$ cat config.mk
export PLATFORM = sky130hd
export DESIGN_NAME = spi_master_tx
export DESIGN_NICKNAME = d
export VERILOG_FILES = /design/src/rtl/spi_link_pkg.sv /design/src/rtl/spi_clk_div.sv /design/src/rtl/spi_master_tx.sv
export SDC_FILE = /design/constraint.sdc
export NUM_CORES = 1
export LEC_CHECK = 0
export ABC_AREA = 1
export BUFFER_PORTS_ARGS = -buffer_cell sky130_fd_sc_hd__buf_4
export CAP_MARGIN = 30
export CELL_PAD_IN_SITES_DETAIL_PLACEMENT = 1
export CELL_PAD_IN_SITES_GLOBAL_PLACEMENT = 1
export CORE_MARGIN = 3
export CORE_UTILIZATION = 26
export CTS_CLUSTER_SIZE = 24
export DETAILED_ROUTE_END_ITERATION = 6
export PLACE_DENSITY = 0.6
export SYNTH_ARGS = -nofsm -noshare
export SYNTH_HDL_FRONTEND = slang
export SYNTH_SLANG_ARGS = --single-unit
$ cat constraint.sdc
create_clock -name clk -period 2.7 [get_ports clk]
set_input_delay 0.81 -clock clk [delete_from_list [all_inputs] [get_ports clk]]
set_output_delay 0.81 -clock clk [all_outputs]
set_load 0.05 [all_outputs]
$ cat src/rtl/spi_link_pkg.sv
// Shared definitions for the panel pixel link transmitter.
package spi_link_pkg;

   localparam int WORD_WIDTH = 16;
   localparam int BIT_CNT_W  = 4;

   localparam logic [1:0] ST_IDLE     = 2'd0;
   localparam logic [1:0] ST_LOW      = 2'd1;
   localparam logic [1:0] ST_HIGH     = 2'd2;
   localparam logic [1:0] ST_LINK_RST = 2'd3;

   typedef enum logic [1:0] {
      IDLE     = ST_IDLE,
      LOW      = ST_LOW,
      HIGH     = ST_HIGH,
      LINK_RST = ST_LINK_RST
   } state_t;

endpackage

$ cat src/rtl/spi_clk_div.sv
// Phase timer for the SPI clock: counts system clocks while enabled and
// strobes phase_done on the last clock of each CLK_DIV-long half-period.
module spi_clk_div #(
   parameter int CLK_DIV = 2
) (
   input  logic clk,
   input  logic reset,
   input  logic enable,
   output logic phase_done
);

   localparam logic [7:0] DIV_LAST = 8'(CLK_DIV - 1);

   logic [7:0] div_cnt;

   // Free-running half-period counter, held at zero whenever disabled.
   always_ff @(posedge clk or negedge reset) begin
      if (!reset) begin
         div_cnt <= 8'd0;
      end else if (!enable || div_cnt == DIV_LAST) begin
         div_cnt <= 8'd0;
      end else begin
         div_cnt <= div_cnt + 8'd1;
      end
   end

   assign phase_done = enable && (div_cnt == DIV_LAST);

endmodule

$ cat src/rtl/spi_master_tx.sv
// Transmit end of the panel pixel link: serialises 16-bit words MSB first
// onto spi_clk/spi_mosi and drives the receiver realign strobe spi_reset.
//
// Handshake: a word transfers on a rising clk edge where tx_valid and
// tx_ready are both high; tx_data must hold while tx_valid waits. tx_ready
// is decoded from registered state and masked by a present or pending link
// reset request, so a word is never taken in a cycle that realigns.
module spi_master_tx
   import spi_link_pkg::*;
#(
   parameter int CLK_DIV      = 2,
   parameter int RESET_CYCLES = 4
) (
   input  logic                  clk,
   input  logic                  reset,
   input  logic [WORD_WIDTH-1:0] tx_data,
   input  logic                  tx_valid,
   output logic                  tx_ready,
   input  logic                  link_reset_req,
   output logic                  spi_clk,
   output logic                  spi_mosi,
   output logic                  spi_reset,
   output logic                  busy,
   output state_t                fsm_state
);

   localparam logic [7:0]           RST_LAST = 8'(RESET_CYCLES - 1);
   localparam logic [BIT_CNT_W-1:0] BIT_TOP  = BIT_CNT_W'(WORD_WIDTH - 1);

   state_t                state;
   state_t                state_next;
   logic [WORD_WIDTH-2:0] shift_q;
   logic [BIT_CNT_W-1:0]  bit_cnt;
   logic [7:0]            rst_cnt;
   logic                  pending;
   logic                  phase_done;
   logic                  load;
   logic                  advance;
   logic                  reset_wanted;

   spi_clk_div #(
      .CLK_DIV(CLK_DIV)
   ) u_clk_div (
      .clk       (clk),
      .reset     (reset),
      .enable    ((state == LOW) || (state == HIGH)),
      .phase_done(phase_done)
   );

   assign reset_wanted = pending || link_reset_req;
   assign fsm_state    = state;

   // State register; reset parks the link in LINK_RST so the receiver realigns.
   always_ff @(posedge clk or negedge reset) begin
      if (!reset) begin
         state <= LINK_RST;
      end else begin
         state <= state_next;
      end
   end

   // Next-state decode, word load/advance controls and the ready decode.
   always_comb begin
      state_next = state;
      load       = 1'b0;
      advance    = 1'b0;
      tx_ready   = 1'b0;
      case (state)
         IDLE: begin
            tx_ready = !reset_wanted;
            if (reset_wanted) begin
               state_next = LINK_RST;
            end else if (tx_valid) begin
               load       = 1'b1;
               state_next = LOW;
            end
         end
         LOW: begin
            if (phase_done) begin
               state_next = HIGH;
            end
         end
         HIGH: begin
            if (phase_done) begin
               if (bit_cnt != '0) begin
                  advance    = 1'b1;
                  state_next = LOW;
               end else begin
                  tx_ready = !reset_wanted;
                  if (tx_valid && !reset_wanted) begin
                     load       = 1'b1;
                     state_next = LOW;
                  end else if (reset_wanted) begin
                     state_next = LINK_RST;
                  end else begin
                     state_next = IDLE;
                  end
               end
            end
         end
         LINK_RST: begin
            if (rst_cnt == RST_LAST) begin
               state_next = IDLE;
            end
         end
         default: state_next = LINK_RST;
      endcase
   end

   // Shift register, counters, pending request and registered link outputs.
   always_ff @(posedge clk or negedge reset) begin
      if (!reset) begin
         shift_q   <= '0;
         bit_cnt   <= '0;
         rst_cnt   <= 8'd0;
         pending   <= 1'b0;
         spi_clk   <= 1'b0;
         spi_mosi  <= 1'b0;
         spi_reset <= 1'b1;
         busy      <= 1'b1;
      end else begin
         spi_clk   <= (state_next == HIGH);
         spi_reset <= (state_next == LINK_RST);
         busy      <= (state_next != IDLE);

         if (load) begin
            shift_q  <= tx_data[WORD_WIDTH-2:0];
            spi_mosi <= tx_data[WORD_WIDTH-1];
            bit_cnt  <= BIT_TOP;
         end else if (advance) begin
            shift_q  <= {shift_q[WORD_WIDTH-3:0], 1'b0};
            spi_mosi <= shift_q[WORD_WIDTH-2];
            bit_cnt  <= bit_cnt - 1'b1;
         end else if (state_next == LINK_RST) begin
            spi_mosi <= 1'b0;
         end

         // Counts clocks spent in LINK_RST; zero on every entry.
         if (state == LINK_RST) begin
            rst_cnt <= rst_cnt + 8'd1;
         end else begin
            rst_cnt <= 8'd0;
         end

         // Requests during a word wait for it to finish; several collapse into one.
         if (state_next == LINK_RST) begin
            pending <= 1'b0;
         end else if (link_reset_req && (state == LOW || state == HIGH)) begin
            pending <= 1'b1;
         end
      end
   end

endmodule

==> metrics.txt <==
average vias per placed instance=4.53; area occupied by multi-input gates=1020 um2; DIE AREA=~9600 um2; first-pass GRT wire length=8600 um; path depth of the worst reg2reg path=8; Setup CP Type=register to output pin; Gate Count Post-Synth=~250; CTS tree=yes; cell count of the worst hold path=1; Final Critical Period=roughly 2.6 ns; max-cap check violation count=0; vias=between 1500 and 2000; CTS root buf=clkbuf_8; hold_buf cts=0; slew margin rel.=58.0%; CP Capture Type=output pin; synth-to-layout area growth=17.7%; initial antenna violation count=0; most used flip-flop cell after synthesis=dfrtp_1; CP max FO=6; core area=between 8000 and 9000 um2; Setup TNS Final=0 ns; sequential-to-total area share from yosys stat=between 40 and 50%; DRT iter0 DRCs=60; cell count after placement=roughly 380; crit path launch type=register; global placement routability congestion=~0.76; status=complete, no violations; WL met2=roughly 2300 um; top post-synthesis cells by area=dfrtp_1 (43%), nand2_1 (7.1%), nor2_1 (5.8%), nand3_2 (5.4%), dfstp_2 (4.8%); top-area cell type share of the netlist area=~43%; CTS H-tree lvls=2; post-route ant nets=0; setup violators final=0; total wire length=4920 um; Final Non-Filler Cells=approximately 390; Synth cell types=29; Sequential Area=~1100 um2; vias in the first global route=1846; clock latency on the worst-skew pair=0.29 ns; die span in y=between 90 and 100 um; CTS Buffer Depth=2; Net count, final=a little over 300; worst slew pin tran=approximately 0.63 ns; I/O pin cnt=27; die width=slightly below 100 um; # diodes=0; clk sinks=between 40 and 50; Synth top cells by count=nand2_1 (42), dfrtp_1 (38), nor2_1 (34); warnings from Yosys=0; Pleak=between 1 and 1.5 nW; Fmax=between 0.3 and 0.4 GHz; CP required=roughly 1.9 ns; # fillers=980; Max Transition Viols Final=0; placed wire-length estimate=roughly 3600 um; number of enable flip-flop cells after synthesis=0; layout cells sized above 1=a little over a quarter; Fin. Hold Viols=0; Worst VDD drop=about 0.00025 V; synthesized area per cell=about 8.7 um2; Post-synth ARST share=100%; final clock skew=0.0123 ns; Seq cells post-synth=between 40 and 50; Post-Syn Nets=between 200 and 300; Starting Density=between 20% and 30%; routed length on met3=between 150 and 200 um; largest net degree at the start of global routing=43; drc violations=0; Worst Path Arrival=1.79 ns; Post-Syn Area=around 2200 um2; GRT Total Usage=10.9%; max layer used=met4; min-delay worst type=register to register; First-pass DRT Iterations=4; clk slew on worst S/H paths=around 0.08 ns; Post-CTS Setup Inserts=0; global route overflow=0; largest area contributor in the netlist=dfrtp_1; P per Cell Area=slightly below 1000 nW/um2; WL met1=approximately 2400 um; # rows=33; PortBufs=26; wire per inst=between 10 and 15 um; Period Utilization, post-route=96.3%; most numerous cell in the Yosys netlist=nand2_1; number of buffers created by CTS=5
-- routing by layer --
metal,vias up,GRT usage [%]
met3,5,2.93
met5,-,0
met2,23,18.3
met4,0,2.52
met1,850,14.1
li1,874,-
-- critical path, cell delays in order, from the launching register on --
cell and delay [ns]:
dfstp_2 0.59, inv_1 0.13, ha_4 0.33, nand3_2 0.10, o21ai_4 0.18, buf_6 0.18
-- kinds of logic after synthesis --
group                      synth area share [%]
and+or+nand+nor                            32.4
xor gates and xnor gates                  0.396
adders and majority gates                  4.53
AOI/OAI and AO/OA                          8.32
DFF                                        47.8
buffers and inverters                      6.62
-- worst paths after layout --
path	start	to	slack [ns]
max in group asynchronous	reset	busy$_DFF_PN1_	1.80
max	fsm_state[0]$_DFF_PN1_	tx_ready	0.10
min in group asynchronous	reset	u_clk_div.div_cnt[1]$_DFF_PN0_	0.51
min	rst_cnt[0]$_DFF_PN0_	rst_cnt[0]$_DFF_PN0_	0.46
max reg2reg	fsm_state[0]$_DFF_PN1_	shift_q[9]$_DFFE_PN0P_	0.63
min reg2reg	rst_cnt[0]$_DFF_PN0_	rst_cnt[0]$_DFF_PN0_	0.46
-- layout by cell type (no fill, tap or decap), types with 4 or more instances in the layout --
cell type	synthesis	final
nand2_2	10	10
clkbuf_8	0	6
o211ai_1	5	5
inv_1	20	20
dfstp_2	4	4
nor3b_1	4	4
ha_1	8	7
nand3_1	21	21
nand2_1	42	42
buf_4	1	26
inv_2	4	4
o21ai_0	8	8
dfrtp_1	38	38
a21oi_1	16	16
nand3_2	12	12
nor2_1	34	34
nor3_1	7	7
-- area by class of cell --
type                    count  area share [%]
clock buffers               7            3.32
clock inverters             1           0.192
inverters                  25            3.70
multi-input cells         180            39.2
flip-flops and latches     42            40.6
well taps                 105            5.05
repair buffers             27            7.93
-- through the flow --
| step | total power, W | utilization, % | cell area [um2] | worst slack, ns | hold WS, ns |
|---|---|---|---|---|---|
| global placement | 0.00210 | 30.4 | 2490 | 0.209 | 0.453 |
| CTS | 0.00257 | 31.6 | 2590 | 0.0150 | 0.467 |
| global route | 0.00279 | 31.7 | 2600 | -0.00520 | 0.487 |
| floorplan | 0.00182 | - | 2210 | 0.0474 | 0.431 |
| finish | 0.00254 | 31.7 | 2600 | 0.100 | 0.465 |
| detailed placement | 0.00212 | 30.4 | 2490 | 0.142 | 0.456 |
-- state kept, by name, indices dropped and copies added (netlist names) --
signal             cells
u_clk_div.div_cnt      8
spi_reset              1
shift_q               15
bit_cnt                4
fsm_state              2
spi_clk                1
pending                1
busy                   1
rst_cnt                8
spi_mosi               1
-- report_power, final --
part	internal [W]	leakage (nW)	switching, W
Sequential	0.000853	0.535	0.000133
Combinational	0.000405	0.662	0.000728
Clock	0.000207	0.0482	0.000211
Total	0.00146	1.25	0.00107
-- repair_timing --
item,4_1_cts,5_1_grt
resized for setup,2,1
endpoints found under the setup margin,1,1
pin swaps,0,0
Note: power is estimated with default switching activity, not from simulation.
